`src/rtl/mem_port_arb_pkg.sv`:
```
// Shared definitions for the memory port arbiter, the execute stage and the memory tile:
// arbiter state encoding and memory access size codes.
package mem_port_arb_pkg;

    typedef enum logic [1:0] {
        IDLE  = 2'd0,
        ACC_I = 2'd1,
        ACC_D = 2'd2,
        RESP  = 2'd3
    } arbState_t;

    localparam logic [2:0] CMD_BYTE  = 3'd1;
    localparam logic [2:0] CMD_DWORD = 3'b010;
    localparam logic [2:0] CMD_QWORD = 3'd4;

    // Instruction fetches only ever use the low 32 bits of a memory beat.
    function automatic logic [31:0] fetchWord(input logic [63:0] beat);
        return beat[31:0];
    endfunction

endpackage

```
`src/rtl/mem_port_arb_if.sv`:
```
// Bundle of the fetch port, data port and memory-side bus around the arbiter.
// slave is the arbiter's view; master is the requesters plus memory.
interface mem_port_arb_if;

    logic        ifReq;
    logic [47:0] ifAddr;
    logic        ifOk;
    logic [31:0] ifData;
    logic        ifErr;

    logic        dReq;
    logic        dWr;
    logic [2:0]  dCmd;
    logic [47:0] dAddr;
    logic [63:0] dWrData;
    logic        dOk;
    logic [63:0] dRdData;
    logic        dErr;

    logic        memRd;
    logic        memWr;
    logic [2:0]  memCmd;
    logic [47:0] memAddr;
    logic [63:0] memWrValue;
    logic [63:0] memRdValue;
    logic        memOk;

    modport slave (
        input  ifReq, ifAddr, dReq, dWr, dCmd, dAddr, dWrData, memRdValue, memOk,
        output ifOk, ifData, ifErr, dOk, dRdData, dErr,
               memRd, memWr, memCmd, memAddr, memWrValue
    );

    modport master (
        output ifReq, ifAddr, dReq, dWr, dCmd, dAddr, dWrData, memRdValue, memOk,
        input  ifOk, ifData, ifErr, dOk, dRdData, dErr,
               memRd, memWr, memCmd, memAddr, memWrValue
    );

endinterface

```
`src/rtl/mem_wait_timer.sv`:
```
// Counts cycles spent waiting on memory; expired rises once TIMEOUT cycles have passed.
module mem_wait_timer #(
    parameter int TIMEOUT = 255
) (
    input  logic clk,
    input  logic reset_n,
    input  logic run,
    output logic expired
);

    localparam int CW = $clog2(TIMEOUT + 1);

    logic [CW-1:0] waitCnt;

    assign expired = (waitCnt == CW'(TIMEOUT));

    // Held at zero outside an access so each access starts a fresh count.
    always_ff @(posedge clk) begin
        if (!reset_n || !run) begin
            waitCnt <= '0;
        end else if (!expired) begin
            waitCnt <= waitCnt + 1'b1;
        end
    end

endmodule

```
`src/rtl/mem_port_arb.sv`:
```
// Arbitrates one memory port between instruction fetch and data accesses.
// Data wins unless fetch has been passed over STARVE_MAX times in a row.
import mem_port_arb_pkg::*;

module mem_port_arb #(
    parameter int STARVE_MAX = 2,
    parameter int TIMEOUT    = 255
) (
    input  logic          clk,
    input  logic          reset_n,
    mem_port_arb_if.slave bus
);

    localparam int SW = $clog2(STARVE_MAX + 1);
    localparam logic [SW-1:0] STARVE_LIM = SW'(STARVE_MAX);

    arbState_t     state;
    logic [SW-1:0] starveCnt;
    logic [63:0]   rdBuf;
    logic          accErr;
    logic          respFetch;
    logic          inAcc;
    logic          dataGrant;
    logic          waitExpired;

    assign inAcc     = (state == ACC_I) || (state == ACC_D);
    assign dataGrant = bus.dReq && !(bus.ifReq && (starveCnt == STARVE_LIM));

    mem_wait_timer #(.TIMEOUT(TIMEOUT)) uWaitTimer (
        .clk     (clk),
        .reset_n (reset_n),
        .run     (inAcc),
        .expired (waitExpired)
    );

    always_ff @(posedge clk) begin
        if (!reset_n) begin
            state          <= IDLE;
            starveCnt      <= '0;
            rdBuf          <= '0;
            accErr         <= 1'b0;
            respFetch      <= 1'b0;
            bus.memRd      <= 1'b0;
            bus.memWr      <= 1'b0;
            bus.memCmd     <= '0;
            bus.memAddr    <= '0;
            bus.memWrValue <= '0;
            bus.ifOk       <= 1'b0;
            bus.ifErr      <= 1'b0;
            bus.ifData     <= '0;
            bus.dOk        <= 1'b0;
            bus.dErr       <= 1'b0;
            bus.dRdData    <= '0;
        end else begin
            bus.ifOk  <= 1'b0;
            bus.ifErr <= 1'b0;
            bus.dOk   <= 1'b0;
            bus.dErr  <= 1'b0;
            case (state)
                IDLE: begin
                    if (dataGrant) begin
                        bus.memCmd     <= bus.dCmd;
                        bus.memAddr    <= bus.dAddr;
                        bus.memWrValue <= bus.dWrData;
                        bus.memWr      <= bus.dWr;
                        bus.memRd      <= !bus.dWr;
                        // Only count grants that actually made a fetch wait.
                        if (!bus.ifReq) begin
                            starveCnt <= '0;
                        end else if (starveCnt != STARVE_LIM) begin
                            starveCnt <= starveCnt + 1'b1;
                        end
                        state <= ACC_D;
                    end else if (bus.ifReq) begin
                        bus.memCmd     <= CMD_DWORD;
                        bus.memAddr    <= bus.ifAddr;
                        bus.memWrValue <= '0;
                        bus.memWr      <= 1'b0;
                        bus.memRd      <= 1'b1;
                        starveCnt      <= '0;
                        state          <= ACC_I;
                    end
                end
                ACC_I, ACC_D: begin
                    // memOk wins over a timeout landing on the same cycle.
                    if (bus.memOk || waitExpired) begin
                        rdBuf     <= bus.memOk ? bus.memRdValue : 64'd0;
                        accErr    <= !bus.memOk;
                        respFetch <= (state == ACC_I);
                        bus.memRd <= 1'b0;
                        bus.memWr <= 1'b0;
                        state     <= RESP;
                    end
                end
                RESP: begin
                    if (respFetch) begin
                        bus.ifOk   <= 1'b1;
                        bus.ifErr  <= accErr;
                        bus.ifData <= fetchWord(rdBuf);
                    end else begin
                        bus.dOk     <= 1'b1;
                        bus.dErr    <= accErr;
                        bus.dRdData <= rdBuf;
                    end
                    state <= IDLE;
                end
                default: state <= IDLE;
            endcase
        end
    end

endmodule

```
`src/flat_wrapper.sv`:
```
// flat-port wrapper written by rule: the top's interface ports become plain ports
module mem_port_arb_flat 
#(
    parameter int STARVE_MAX = 2,
    parameter int TIMEOUT    = 255
)
  (clk, reset_n, bus_ifReq, bus_ifAddr, bus_dReq, bus_dWr, bus_dCmd, bus_dAddr, bus_dWrData, bus_memRdValue, bus_memOk, bus_ifOk, bus_ifData, bus_ifErr, bus_dOk, bus_dRdData, bus_dErr, bus_memRd, bus_memWr, bus_memCmd, bus_memAddr, bus_memWrValue);
  mem_port_arb_if bus_i ();
  input  logic clk;
  input  logic reset_n;
  input wire logic [$bits(bus_i.ifReq)-1:0] bus_ifReq;
  input wire logic [$bits(bus_i.ifAddr)-1:0] bus_ifAddr;
  input wire logic [$bits(bus_i.dReq)-1:0] bus_dReq;
  input wire logic [$bits(bus_i.dWr)-1:0] bus_dWr;
  input wire logic [$bits(bus_i.dCmd)-1:0] bus_dCmd;
  input wire logic [$bits(bus_i.dAddr)-1:0] bus_dAddr;
  input wire logic [$bits(bus_i.dWrData)-1:0] bus_dWrData;
  input wire logic [$bits(bus_i.memRdValue)-1:0] bus_memRdValue;
  input wire logic [$bits(bus_i.memOk)-1:0] bus_memOk;
  output wire logic [$bits(bus_i.ifOk)-1:0] bus_ifOk;
  output wire logic [$bits(bus_i.ifData)-1:0] bus_ifData;
  output wire logic [$bits(bus_i.ifErr)-1:0] bus_ifErr;
  output wire logic [$bits(bus_i.dOk)-1:0] bus_dOk;
  output wire logic [$bits(bus_i.dRdData)-1:0] bus_dRdData;
  output wire logic [$bits(bus_i.dErr)-1:0] bus_dErr;
  output wire logic [$bits(bus_i.memRd)-1:0] bus_memRd;
  output wire logic [$bits(bus_i.memWr)-1:0] bus_memWr;
  output wire logic [$bits(bus_i.memCmd)-1:0] bus_memCmd;
  output wire logic [$bits(bus_i.memAddr)-1:0] bus_memAddr;
  output wire logic [$bits(bus_i.memWrValue)-1:0] bus_memWrValue;
  assign bus_i.ifReq = bus_ifReq;
  assign bus_i.ifAddr = bus_ifAddr;
  assign bus_i.dReq = bus_dReq;
  assign bus_i.dWr = bus_dWr;
  assign bus_i.dCmd = bus_dCmd;
  assign bus_i.dAddr = bus_dAddr;
  assign bus_i.dWrData = bus_dWrData;
  assign bus_i.memRdValue = bus_memRdValue;
  assign bus_i.memOk = bus_memOk;
  assign bus_ifOk = bus_i.ifOk;
  assign bus_ifData = bus_i.ifData;
  assign bus_ifErr = bus_i.ifErr;
  assign bus_dOk = bus_i.dOk;
  assign bus_dRdData = bus_i.dRdData;
  assign bus_dErr = bus_i.dErr;
  assign bus_memRd = bus_i.memRd;
  assign bus_memWr = bus_i.memWr;
  assign bus_memCmd = bus_i.memCmd;
  assign bus_memAddr = bus_i.memAddr;
  assign bus_memWrValue = bus_i.memWrValue;
  mem_port_arb #(.STARVE_MAX(STARVE_MAX), .TIMEOUT(TIMEOUT)) u_core (.clk(clk), .reset_n(reset_n), .bus(bus_i));
endmodule
```
`config.mk`:
```
export PLATFORM = sky130hd
export DESIGN_NAME = mem_port_arb_flat
export DESIGN_NICKNAME = d
export VERILOG_FILES = /design/src/rtl/mem_port_arb_pkg.sv /design/src/rtl/mem_port_arb_if.sv /design/src/rtl/mem_wait_timer.sv /design/src/rtl/mem_port_arb.sv /design/src/flat_wrapper.sv
export SDC_FILE = /design/constraint.sdc
export NUM_CORES = 1
export LEC_CHECK = 0
export ABC_AREA = 1
export CAP_MARGIN = 15
export CELL_PAD_IN_SITES_DETAIL_PLACEMENT = 1
export CELL_PAD_IN_SITES_GLOBAL_PLACEMENT = 2
export CORE_MARGIN = 1
export CORE_UTILIZATION = 24
export CTS_CLUSTER_DIAMETER = 200
export DETAILED_ROUTE_END_ITERATION = 16
export PLACE_DENSITY = 0.87
export SYNTH_ARGS = -nofsm -noshare
export SYNTH_HDL_FRONTEND = slang
export SYNTH_SLANG_ARGS = --single-unit
```
`constraint.sdc`:
```
create_clock -name clk -period 2.8 [get_ports clk]
set_input_delay 0.28 -clock clk [delete_from_list [all_inputs] [get_ports clk]]
set_output_delay 0.28 -clock clk [all_outputs]
set_load 0.05 [all_outputs]
```
==> flow_summary.yaml <==
place:
  dp_hpwl_microns: 28200
  gp_congestion: 0.778
  io_buffers: 449
setup_path:
  cp_data_arrival_time_ps: 1910
  rrSetupSlack_ps: 670
  critPathBufInv: 1
  worstReg2RegEnd: "u_core.rdBuf[18]"
  max_stage_delay_ps: 1020
  cp_cell_sequence: "clkdlybuf4s50_1"
  reg2reg_depth: 9
  reg2reg_from: "u_core.uWaitTimer.waitCnt[0]"
  endpoint_kind: "primary output"
  path_delay_family: "buffers and inverters"
  slowest_stage: "clkdlybuf4s50_1"
  path_max_fanout: 2
  crit_required_ps: 2520
  worstSetupStartpointType: "flip-flop"
  critical_path_class: "flip-flop to primary output"
synthesis:
  synth_cells: 1384
  synthArstFlopShare_pct: 0
  avgSynthCellArea_sq_um: 7.72
  synth_edf_count: 0
  synth-seq-cells: 295
  ys_types: 27
  syn_area_sq_um: 10700
  yosys_warnings: 0
  yosys.area.top_type_share_pct: 55.3
  synth.most_common_cell: "nand2_1"
  netlist_top_cells_count: "nand2_1 (382), dfxtp_1 (295), nor2_1 (202)"
  syn_nets: 1623
  synth_flop_cell: "dfxtp_1"
  ys_seq_area_share_pct: 55.3
  synth_largest_area_cell: "dfxtp_1"
  synth_area_leaders: "dfxtp_1 (55%), nand2_1 (13%), o21ai_0 (7.2%), nor2_1 (7.1%), a21oi_1 (6.7%)"
global_route:
  grt_pass1_vias: 11292
  overflow: 0
  grt_start_max_net_pins: 99
  grt_pass1_wl_microns: 62900
  grtUsageTotal_pct: 17.8
  antenna_found_initial: 7
pwr:
  ir_worst_vdd_mv: 0.478
  leakage_nw: 6.50
  power_density_nw_per_um2: 899
finish:
  drive_above_1_share_pct: 4.85
  final_util_pct: 39.0
  syn2layout_area_growth_pct: 58.5
  nFillCells: 5136
  fin_nets: 2028
sta:
  whs_ps: 198
  slew_headroom_pct: 38.3
  fin_tns_setup_ps: 0
  fin_crit_ps: 2190
  clock_skew_ps: 18.8
  setup_viol: 0
  period_share_pct: 78.3
  rsz0062_at_grt: "no"
  tightest_slew_ps: 926
  report.final.slew_viol_count: 0
  clock.fmax_ghz: 0.456
  hold_viol: 0
hold_path:
  hold_depth: 3
  min_from: "reset_n"
  min_to: "u_core.bus.memWr"
  hp-class: "input port to flip-flop"
clock_network:
  root_buffer: "clkbuf_16"
  cts.reportedPaths.clkPinSlew_ps: 50
  worstSkewPairLatency_ps: 540
  cts_buffer_depth: 3
  cts_hold_buf: 0
  cts_resized: 0
  post_cts_buffers: 0
  cts_tree: "built"
  ctsHtreeMaxLevel: 2
  numCtsBuffers: 37
  cts.sinks: 295
flow_run:
  drv_cap: 0
floorplan:
  io_pins: 450
  num_rows: 76
  initial_utilization_pct: 24.6
  fp.dieW_microns: 213
  die_area_sq_um: 45400
  coreArea_sq_um: 43500
  die_y_microns: 213
drt:
  vias_per_cell: 4.53
  post_drt_wl_per_cell_microns: 17.2
  first_pass_iters: 4
  drt-initial-drc-count: 474
  vias: 10871
  drtAntennaViolNets: 0
  wirelength_microns: 41400
  drc: 0
outcome:
  status: "finished clean"
==> per-stage QoR <==
stage	cells	power (mW)	area (sq um)	setup slack, ps
floorplan	1384	8.51	10700	1330
global placement	2335	10.4	15700	756
detailed placement	2335	10.5	15700	686
CTS	2398	15.5	16900	551
global route	2399	16.0	16900	477
finish	2400	15.2	16900	609
==> cells by family after synthesis <==
| kind of cell | synth area share (%) |
|---|---|
| simple gates | 21.6 |
| fa+ha+maj | 0.703 |
| buf+inv | 5.26 |
| flops | 55.3 |
| xor+xnor | 0.164 |
| compound gates | 16.9 |
==> worst max path at each step <==
| stage | start | cells after the start | endpoint |
|---|---|---|---|
| floorplan | u_core.state[0] | 9 | u_core.bus.memWrValue[60] |
| global route | u_core.uWaitTimer.waitCnt[0] | 9 | u_core.rdBuf[18] |
| detailed placement | u_core.uWaitTimer.waitCnt[0] | 9 | u_core.rdBuf[18] |
| CTS | u_core.bus.memRd | 1 | bus_memRd |
| global placement | bus_ifReq | 8 | u_core.bus.memRd |
| finish | u_core.bus.memRd | 1 | bus_memRd |
==> flip-flops by register name (all words and copies together) (netlist names), 2 cells and up <==
name                       count
u_core.uWaitTimer.waitCnt      8
u_core.state                   2
u_core.starveCnt               2
u_core.bus.memCmd              3
u_core.bus.memWrValue         64
u_core.bus.ifData             32
u_core.bus.dRdData            64
u_core.bus.memAddr            48
u_core.rdBuf                  64
==> layout by cell type (no fill, tap or decap), types with 6 or more instances in the layout <==
cell type        netlist  final
buf_12                 0      7
inv_1                 24     22
dfxtp_1              295    295
nor2_1               202    201
a31oi_1               48     48
ha_1                   6      6
clkbuf_8               0     11
clkdlybuf4s50_1        0    448
nand2_1              382    381
clkbuf_16              0     37
a21oi_1              142    142
nand3_1                8      8
o21ai_0              153    153
buf_4                  4     10
inv_2                  6      7
clkbuf_1              58      7
==> per-layer routing <==
| layer | wire length (microns) | global-route usage [%] |
|---|---|---|
| met1 | 16600 | 20.0 |
| met2 | 19600 | 30.5 |
| met3 | 3990 | 7.18 |
| met4 | 1040 | 6.05 |
| met5 | 69 | 0 |
==> final cells by class <==
type,instances,area (sq um),area share [%]
Inverter,30,115,0.680
Clock inverter,8,145,0.857
Antenna cell,2,5.00,0.0296
Clock buffer,55,1100,6.52
Multi-Input combinational cell,960,4230,25.0
Timing Repair Buffer,465,4700,27.7
Tap cell,585,732,4.32
Sequential cell,295,5910,34.9
==> power by group <==
part           total (mW)  switching, mW  internal (mW)  leakage, nW
clock network        4.89           1.88           3.00        0.612
registers            5.24          0.369           4.87         2.41
logic                5.10           3.43           1.67         3.48
total                15.2           5.68           9.55         6.50
Note: power is estimated with default switching activity, not from simulation.
